[config.mk]
export PLATFORM = sky130hd
export DESIGN_NAME = fxp_div_seq
export DESIGN_NICKNAME = d
export VERILOG_FILES = /design/src/rtl/fxp_div_seq_pkg.sv /design/src/rtl/fxp_sat_sign.sv /design/src/rtl/fxp_div_seq.sv
export SDC_FILE = /design/constraint.sdc
export NUM_CORES = 1
export LEC_CHECK = 0
export ABC_AREA = 1
export BUFFER_PORTS_ARGS = -buffer_cell sky130_fd_sc_hd__clkbuf_2
export CAP_MARGIN = 5
export CORE_MARGIN = 2
export CORE_UTILIZATION = 60
export DETAILED_ROUTE_END_ITERATION = 8
export PLACE_DENSITY = 0.91
export SETUP_SLACK_MARGIN = 0.02
export SYNTH_ARGS = -nofsm -noshare
export SYNTH_HDL_FRONTEND = slang
export SYNTH_SLANG_ARGS = --single-unit
[constraint.sdc]
create_clock -name clk -period 2.3 [get_ports clk]
set_input_delay 0 -clock clk [delete_from_list [all_inputs] [get_ports clk]]
set_output_delay 0 -clock clk [all_outputs]
set_load 0.005 [all_outputs]
[src/rtl/fxp_div_seq_pkg.sv]
// Shared defaults for the signed Q(p).(f) divider: format widths, saturation codes and FSM states.
package fxp_div_seq_pkg;

    localparam int FXP_F = 10;
    localparam int FXP_P = 5;
    localparam int FXP_W = FXP_F + FXP_P + 1;

    localparam logic [FXP_W-1:0] FXP_MAX = {1'b0, {(FXP_W-1){1'b1}}};
    localparam logic [FXP_W-1:0] FXP_MIN = {1'b1, {(FXP_W-1){1'b0}}};

    typedef enum logic [1:0] {
        ST_IDLE = 2'd0,
        ST_CALC = 2'd1,
        ST_DONE = 2'd2
    } state_t;

endpackage

[src/rtl/fxp_sat_sign.sv]
// Unsigned N-bit magnitude plus sign -> saturated two's complement W-bit result.
module fxp_sat_sign #(
    parameter int W = 16,
    parameter int N = 26
) (
    input  logic [N-1:0] mag,
    input  logic         neg,
    output logic [W-1:0] y
);

    // Largest representable positive magnitude, and the one extra step allowed when negative.
    localparam logic [N-1:0] MAG_POS = {{(N-W+1){1'b0}}, {(W-1){1'b1}}};
    localparam logic [N-1:0] MAG_NEG = MAG_POS + 1'b1;

    always_comb begin
        y = mag[W-1:0];
        if (!neg) begin
            if (mag > MAG_POS) y = {1'b0, {(W-1){1'b1}}};
        end else begin
            if (mag > MAG_NEG) y = {1'b1, {(W-1){1'b0}}};
            else               y = ~mag[W-1:0] + 1'b1;
        end
    end

endmodule

[src/rtl/fxp_div_seq.sv]
// Sequential signed fixed-point divider Y = A / B, restoring division on magnitudes,
// one quotient bit per clock, saturating result, start/done handshake.
module fxp_div_seq
    import fxp_div_seq_pkg::*;
#(
    parameter  int F = FXP_F,
    parameter  int P = FXP_P,
    localparam int W = F + P + 1
) (
    input  logic         clk,
    input  logic         rst_n,
    input  logic         start,
    input  logic [W-1:0] A,
    input  logic [W-1:0] B,
    output logic [W-1:0] Y,
    output logic         busy,
    output logic         done,
    output logic         div_zero,
    output state_t       state_dbg
);

    // Handshake: A/B are taken on a rising edge where start=1 and busy=0; done pulses for
    // exactly one cycle with Y/div_zero valid, and start is already accepted in that cycle.
    localparam int N  = W + F;
    localparam int CW = $clog2(N);

    state_t         state;
    logic [CW-1:0]  cnt;
    logic [W:0]     rem;
    logic [N-1:0]   nq;      // numerator bits shift out the top, quotient bits shift in the bottom
    logic [W-1:0]   mag_b;
    logic           neg;
    logic           a_neg;
    logic           b_zero;

    logic [W-1:0]   abs_a;
    logic [W-1:0]   abs_b;
    logic [W:0]     rem_sh;
    logic [W:0]     rem_nx;
    logic           qbit;
    logic [W-1:0]   sat_y;

    always_comb begin
        abs_a  = A[W-1] ? (~A + 1'b1) : A;
        abs_b  = B[W-1] ? (~B + 1'b1) : B;
        rem_sh = (W+1)'({rem, nq[N-1]});
        qbit   = (rem_sh >= {1'b0, mag_b});
        rem_nx = qbit ? (rem_sh - {1'b0, mag_b}) : rem_sh;
    end

    fxp_sat_sign #(.W(W), .N(N)) u_sat (
        .mag (nq),
        .neg (neg),
        .y   (sat_y)
    );

    assign state_dbg = state;

    always_ff @(posedge clk or negedge rst_n) begin
        if (!rst_n) begin
            state    <= ST_IDLE;
            cnt      <= '0;
            rem      <= '0;
            nq       <= '0;
            mag_b    <= '0;
            neg      <= 1'b0;
            a_neg    <= 1'b0;
            b_zero   <= 1'b0;
            Y        <= '0;
            busy     <= 1'b0;
            done     <= 1'b0;
            div_zero <= 1'b0;
        end else begin
            done <= 1'b0;
            case (state)
                ST_IDLE: begin
                    if (start) begin
                        state  <= ST_CALC;
                        busy   <= 1'b1;
                        neg    <= A[W-1] ^ B[W-1];
                        a_neg  <= A[W-1];
                        b_zero <= (B == '0);
                        mag_b  <= abs_b;
                        rem    <= '0;
                        nq     <= {abs_a, {F{1'b0}}};
                        cnt    <= CW'(N - 1);
                    end
                end
                ST_CALC: begin
                    rem <= rem_nx;
                    nq  <= {nq[N-2:0], qbit};
                    if (cnt == '0) state <= ST_DONE;
                    else           cnt   <= cnt - 1'b1;
                end
                ST_DONE: begin
                    state    <= ST_IDLE;
                    busy     <= 1'b0;
                    done     <= 1'b1;
                    div_zero <= b_zero;
                    // Divide-by-zero saturates toward the dividend's sign (zero counts as positive).
                    if (b_zero) Y <= a_neg ? {1'b1, {(W-1){1'b0}}} : {1'b0, {(W-1){1'b1}}};
                    else        Y <= sat_y;
                end
                default: begin
                    state <= ST_IDLE;
                    busy  <= 1'b0;
                end
            endcase
        end
    end

endmodule

# Yosys cells after proc, flatten, opt, wreduce, memory -nomap -nowiden

Index checks and enable logic that the tools add are counted.

Bits in registers: 87
Bits of input ports: 35

Bitwise gates (word level): 5
$add $sub $neg: 5
Eq/ne operators: 5
Magnitude comparators: 3
Mux-type cells: 21
Reductions and logical operators: 9

Operators with widths:

| cell                                                                              | count |
|---|---|
| 16-bit two-way mux                                                                | 9 |
| 26-bit one-hot mux with 2 select lines                                            | 1 |
| 16-bit by 1-bit adder with 16-bit output, second input constant                   | 3 |
| 16-bit NOT                                                                        | 3 |
| 16-bit one-hot mux with 2 select lines                                            | 1 |
| 26-bit by 15-bit greater-than comparator with 1-bit output, second input constant | 1 |
| 26-bit by 16-bit greater-than comparator with 1-bit output, second input constant | 1 |
| 26-bit two-way mux                                                                | 1 |
| 17-bit by 16-bit greater-or-equal comparator with 1-bit output                    | 1 |
| 16-bit zero test                                                                  | 1 |
| 16-bit subtractor                                                                 | 1 |
| 5-bit two-way mux                                                                 | 2 |
| 5-bit one-hot mux with 2 select lines                                             | 1 |
| 2-bit AND reduction                                                               | 4 |
| 2-bit inequality test, second input constant                                      | 3 |
| 5-bit zero test                                                                   | 1 |
| 5-bit by 1-bit subtractor with 5-bit output, second input constant                | 1 |
| 2-bit two-way mux                                                                 | 2 |
| 2-bit one-hot mux with 2 select lines                                             | 1 |
| 3-bit AND reduction                                                               | 1 |
| 2-bit by 1-bit == test with 1-bit output, second input constant                   | 1 |
| 2-bit == test, second input constant                                              | 1 |
| 2-bit zero test                                                                   | 1 |
| 1-bit two-way mux                                                                 | 2 |
| other kinds (4)                                                                   | 4 |

# Logic depth before layout (Yosys ltp)

Depth in word-level cells: 5
Gate-level depth with buffers: 15
Mapped depth without buffers: 15

# Modules after synthesis

From an unflattened synthesis, not the netlist that was laid out.

Cells, all modules: 927
Area, all modules: 6308.6 µm²

By module, submodules not included:

| module       | cells an instance | area each (µm²) | times used | seq. area each (µm²) |
|---|---|---|---|---|
| fxp_div_seq  | 755               | 5457.7          | 1          | 2177.1 |
| fxp_sat_sign | 172               | 850.8           | 1          | 0.0 |

# Worst setup path after synthesis

OpenSTA, ideal clock, no wires.

Kind: reg-to-reg
From: reg rem[13]
To: reg rem[13]
Slack: 0.535 ns
Library setup time: 0.117 ns
Cell stages (with the launch flop): 9
Arrival: 1.648 ns
Clock period less this slack: 1.765 ns
Buffers on the path: 1
Data required time: 2.183 ns
Path through: dfrtp_1 -> ha_1 -> a21oi_1 -> o21ai_0 -> a21oi_4 -> buf_4 -> nand3b_1 -> nand3_1 -> nand2_1

Longest elaborated chain between the ends: 3

Ends and longest elaborated chain:

| what                                                           | RTL line          | text |
|---|---|---|
| from (decl)                                                    | fxp_div_seq.sv:29 | `logic [W:0] rem;` |
| from (signal assigned)                                         | fxp_div_seq.sv:90 | `rem <= rem_nx;` |
| 17-bit by 16-bit greater-or-equal comparator with 1-bit output | fxp_div_seq.sv:47 | `qbit = (rem_sh >= {1'b0, mag_b});` |
| 16-bit two-way mux                                             | fxp_div_seq.sv:48 | `rem_nx = qbit ? (rem_sh - {1'b0, mag_b}) : rem_sh;` |
| 16-bit one-hot mux with 2 select lines                         | fxp_div_seq.sv:75 | `case (state)` |

Every way passes these cells.
A chain may end at the register's enable or synchronous reset.

# Worst setup path after layout

From: reg state[1], in the netlist state_dbg[1]
To: reg nq[25]

Longest elaborated chain between the ends: 3
Elaborated cells on any way between the ends: 6

Ends and longest elaborated chain:

| what                                                                        | RTL line          | text |
|---|---|---|
| from (decl)                                                                 | fxp_div_seq.sv:27 | `state_t state;` |
| from (signal assigned)                                                      | fxp_div_seq.sv:61 | `state <= ST_IDLE;` |
| from (signal assigned)                                                      | fxp_div_seq.sv:78 | `state <= ST_CALC;` |
| from (signal assigned)                                                      | fxp_div_seq.sv:92 | `if (cnt == '0) state <= ST_DONE;` |
| 2-bit by 1-bit == test with 1-bit output or 2-bit zero test (tied branches) | fxp_div_seq.sv:75 |  |
| 2-bit nonzero test (no line) or 2-bit inequality test (tied branches)       | --                |  |
| 2-bit AND reduction (no line)                                               | --                |  |
| to (signal assigned)                                                        | fxp_div_seq.sv:85 | `nq <= {abs_a, {F{1'b0}}};` |
| to (signal assigned)                                                        | fxp_div_seq.sv:91 | `nq <= {nq[N-2:0], qbit};` |
| to (decl)                                                                   | fxp_div_seq.sv:30 | `logic [N-1:0] nq;` |

Parallel ways exist; a longest one is shown, timed or not.

==> metrics.md <==
| Metric | Value |
|---|---|
| Sequential cell area fraction in the yosys report | 35.55% |
| Die H | 105.0 um |
| GRT Resource Usage Total | 29.78% |
| Class of the most critical hold timing path | in2reg |
| Share of async-settable or async-resettable flops after synthesis | 100.0% |
| Nature of the critical path startpoint | register |
| Net count after synthesis | 947 |
| Clock tree from TritonCTS | yes |
| Total buffers and inverters traversed by the critical path | 4 |
| Post-Syn Area per Cell | 6.880 um^2 |
| Core area | 9819 um^2 |
| Share of layout cells above drive strength 1 | 12.67% |
| Distinct cell type count of the synthesized netlist | 42 |
| Clock latency on the worst-skew pair | 370 ps |
| Width of the chip | 105.0 um |
| Register clock-pin slew on the reported worst setup and hold paths | 80 ps |
| Remaining number of nets flagged by the antenna check after routing | 0 |
| Number of iterations in the first detailed-routing pass | 6 |
| Worst path cell trace | inv_2 > nand2_2 > nand3_2 > inv_2 > nor2_2 > buf_4 > a22oi_1 > o31ai_1 > dlygate4sd3_1 |
| Initial antenna violation count | 0 |
| Number of standard cells after synthesis | 890 |
| Synth-to-Final Area Change | 12.38% |
| PortBufs | 55 |
| Outcome | completed |
| Filler-free cell count of the finished design | 1096 |
| Power per Cell Area | 1440 nW/um^2 |
| Peak supply drop | 0.7162 mV |
| CP max stage delay | 560 ps |
| Worst Path Arrival | 2350 ps |
| Weighted congestion at the end of routability-driven global placement | 1.008 |
| Post-detail-place hpwl | 10.88 mm |
| Final Total Pwr | 9.913 mW |
| Post-route setup TNS | 0 ps |
| Overflow after GRT | 0 |
| Multi-input logic area | 3342 um^2 |
| Total of max-cap violations | 0 |
| Cell Area, Placed | 6506 um^2 |
| Number of ports placed on the die boundary | 56 |
| Portion of the clock cycle consumed by the worst path in the final layout | 90.79% |
| Number of slew-limit violations in the final report | 0 |
| Wire length of the first global-routing pass | 26.70 mm |
| Post-Route WL | 15.48 mm |
| Pin count of the biggest net entering global routing | 42 |
| Post-route standard cell area excluding fillers | 6882 um^2 |
| Final-layout worst hold slack | 12.84 ps |
| Number of global-route vias before repair | 5743 |
| Filler cell count in the final layout | 794 |
| Number of diodes added for antenna fixing | 0 |
| Clock buffer count from CTS | 9 |
| Main flop type after synthesis | sky130_fd_sc_hd__dfrtp_1 |
| Cell with the most instances on the worst path | sky130_fd_sc_hd__inv_2 |
| Total Die Area | 11030 um^2 |
| Setup repair after global routing missed its margin | no |
| Post-route clock skew | 8.073 ps |
| Max FO, Critical Path | 21 |
| Post-synth top area cell | sky130_fd_sc_hd__dfrtp_1 |
| Kind of capture point of the worst setup path | register |
| Most area-consuming cells after synthesis | sky130_fd_sc_hd__dfrtp_1 (36%), sky130_fd_sc_hd__nand2_1 (17%), sky130_fd_sc_hd__inv_1 (6.7%), sky130_fd_sc_hd__nand3_1 (5.8%), sky130_fd_sc_hd__o21ai_0 (4.4%) |
| Number of flip-flops and latches in the synthesized netlist | 87 |
| CP Data Required Time | 2560 ps |
| CTS Buffer Depth | 2 |
| Routed length per placed instance | 14.12 um |
| Area share of the largest cell type after synthesis | 35.55% |
| Cell type group with the largest total delay on the critical path | buffers and inverters |
| Kind of critical path | reg2reg |
| Worst relative slew slack | 56.95% |
| Yosys warnings | 0 |
| Cell with the largest stage delay on the worst path | sky130_fd_sc_hd__dlygate4sd3_1 |
| Setup-violating endpoint count in the final report | 0 |
| Number of design rule violations left after detail routing | 0 |
| Slew at the pin closest to its max-slew limit | 640.8 ps |
| Clock sink count | 87 |
| Leakage | 3.502 nW |
| DP Cell Count | 1062 |
| First DRT Iteration DRCs | 518 |
| Post-layout net count | 1015 |
| Starting density of the core | 62.36% |
| CTS H-Tree Depth | 3 |
| Combined flip-flop and latch cell area | 2177 um^2 |
| Via count | 6081 |
| Number of endpoints with negative hold slack in the final report | 0 |
| Root buf cell | sky130_fd_sc_hd__clkbuf_8 |
| Number of enable flip-flop cells after synthesis | 0 |
| Placement row count | 36 |
| Time the final worst path needs with I/O delays and setup | 2088 ps |
| Vias per cell | 5.548 |
| Number of buffers inserted to repair setup after CTS | 0 |
| Cell Area, Synth | 6123 um^2 |
| Upper clock frequency limit | 478.9 MHz |
worst min-delay path, delay by kind of cell:
kind,cells,cell delay [ps]
simple gates,1,70
buf+inv,1,110
compound gates,2,170
synth_stat cells, drive strengths merged (2+ instances only):
cell / number
nand2: 296
inv: 118
dfrtp: 87
nor2: 75
nand3: 74
o21ai: 55
a21oi: 36
nand3b: 23
xor2: 23
ha: 21
buf: 15
clkbuf: 15
o22ai: 11
nand4: 9
nor3: 9
xnor2: 6
o221ai: 4
o31ai: 3
nor4: 2
cell families (layout without fill, tap and decap cells):
| logic type | Yosys count | in the layout | synth area share, % |
|---|---|---|---|
| adders and majority gates | 22 | 22 | 4.618 |
| buffers and inverters | 149 | 222 | 10.05 |
| xor gates and xnor gates | 29 | 29 | 4.148 |
| and+or+nand+nor | 489 | 489 | 35.15 |
| DFF | 87 | 87 | 35.55 |
| AOI/OAI and AO/OA | 114 | 114 | 10.48 |
path summary, 6_finish.rpt:
path / startpoint / endpoint / slack, ps / cells after the start
worst min-delay path: A[8] / nq[18]$_DFFE_PN0P_ / 10 / 4
max in group asynchronous: rst_n / rem[2]$_DFFE_PN0P_ / 1470 / 3
worst min register to register: state_dbg[1]$_DFFE_PN0P_ / state_dbg[1]$_DFFE_PN0P_ / 490 / 1
worst max register to register: state_dbg[1]$_DFFE_PN0P_ / nq[25]$_DFFE_PN0P_ / 210 / 9
min in group asynchronous: rst_n / mag_b[9]$_DFFE_PN0P_ / 150 / 2
worst max-delay path: state_dbg[1]$_DFFE_PN0P_ / nq[25]$_DFFE_PN0P_ / 210 / 9
cell usage in the layout (no fill, tap or decap), drive strengths merged:
cell and count:
nand3b 23, nor4 2, fa 1, nor2 75, o221ai 4, o31ai 3, xor2 23, nor3 9
o21ai 55, xnor2 6, nand2 296, inv 118, dlygate4sd3 18, ha 21, nand4 9, o22ai 11
or2 1, buf 15, a22oi 1, o211ai 1, nand3 74, a21o 1, clkbuf 68, dfrtp 87
o21bai 1, a21oi 36, clkinv 3, a221oi 1
registers in the layout, indices dropped and copies added (netlist names):
register   cells
state_dbg      2
cnt            5
done           1
b_zero         1
nq            26
neg            1
a_neg          1
div_zero       1
rem           16
mag_b         16
Y             16
busy           1
area by class of cell:
| class | count | share of cell area, % |
|---|---|---|
| clock buffer | 14 | 2.509 |
| clock inverter | 2 | 0.2000 |
| inverter | 119 | 6.491 |
| multi-input combinational | 654 | 48.56 |
| sequential | 87 | 31.64 |
| tap | 133 | 2.418 |
| timing repair buffer | 87 | 8.182 |
stage by stage:
step	worst slack [ps]	utilization, %
after floorplan	534.9	-
after global placement	310.6	66.26
after detailed placement	228.6	66.26
after CTS	209.3	69.99
after global routing	43.68	70.08
final	211.9	70.08
layer usage:
metal	share of wire, %	track usage [%]
met5	0	0
met1	43	39.96
met4	3.8	15.14
met2	47	47.73
met3	6.4	3.306
repair_timing:
action | CTS | global route
hold buffers | 18 | 0
setup endpoints to repair | 0 | 2
endpoints found under the hold margin | 54 | 0
resized for setup | 0 | 1
power breakdown:
group	leakage [nW]	switching, mW	internal (mW)
combinational	2.40	3.81	2.30
clock	0.0967	0.554	0.483
sequential	1.00	0.530	2.23
(Power assumes the default switching activity.)
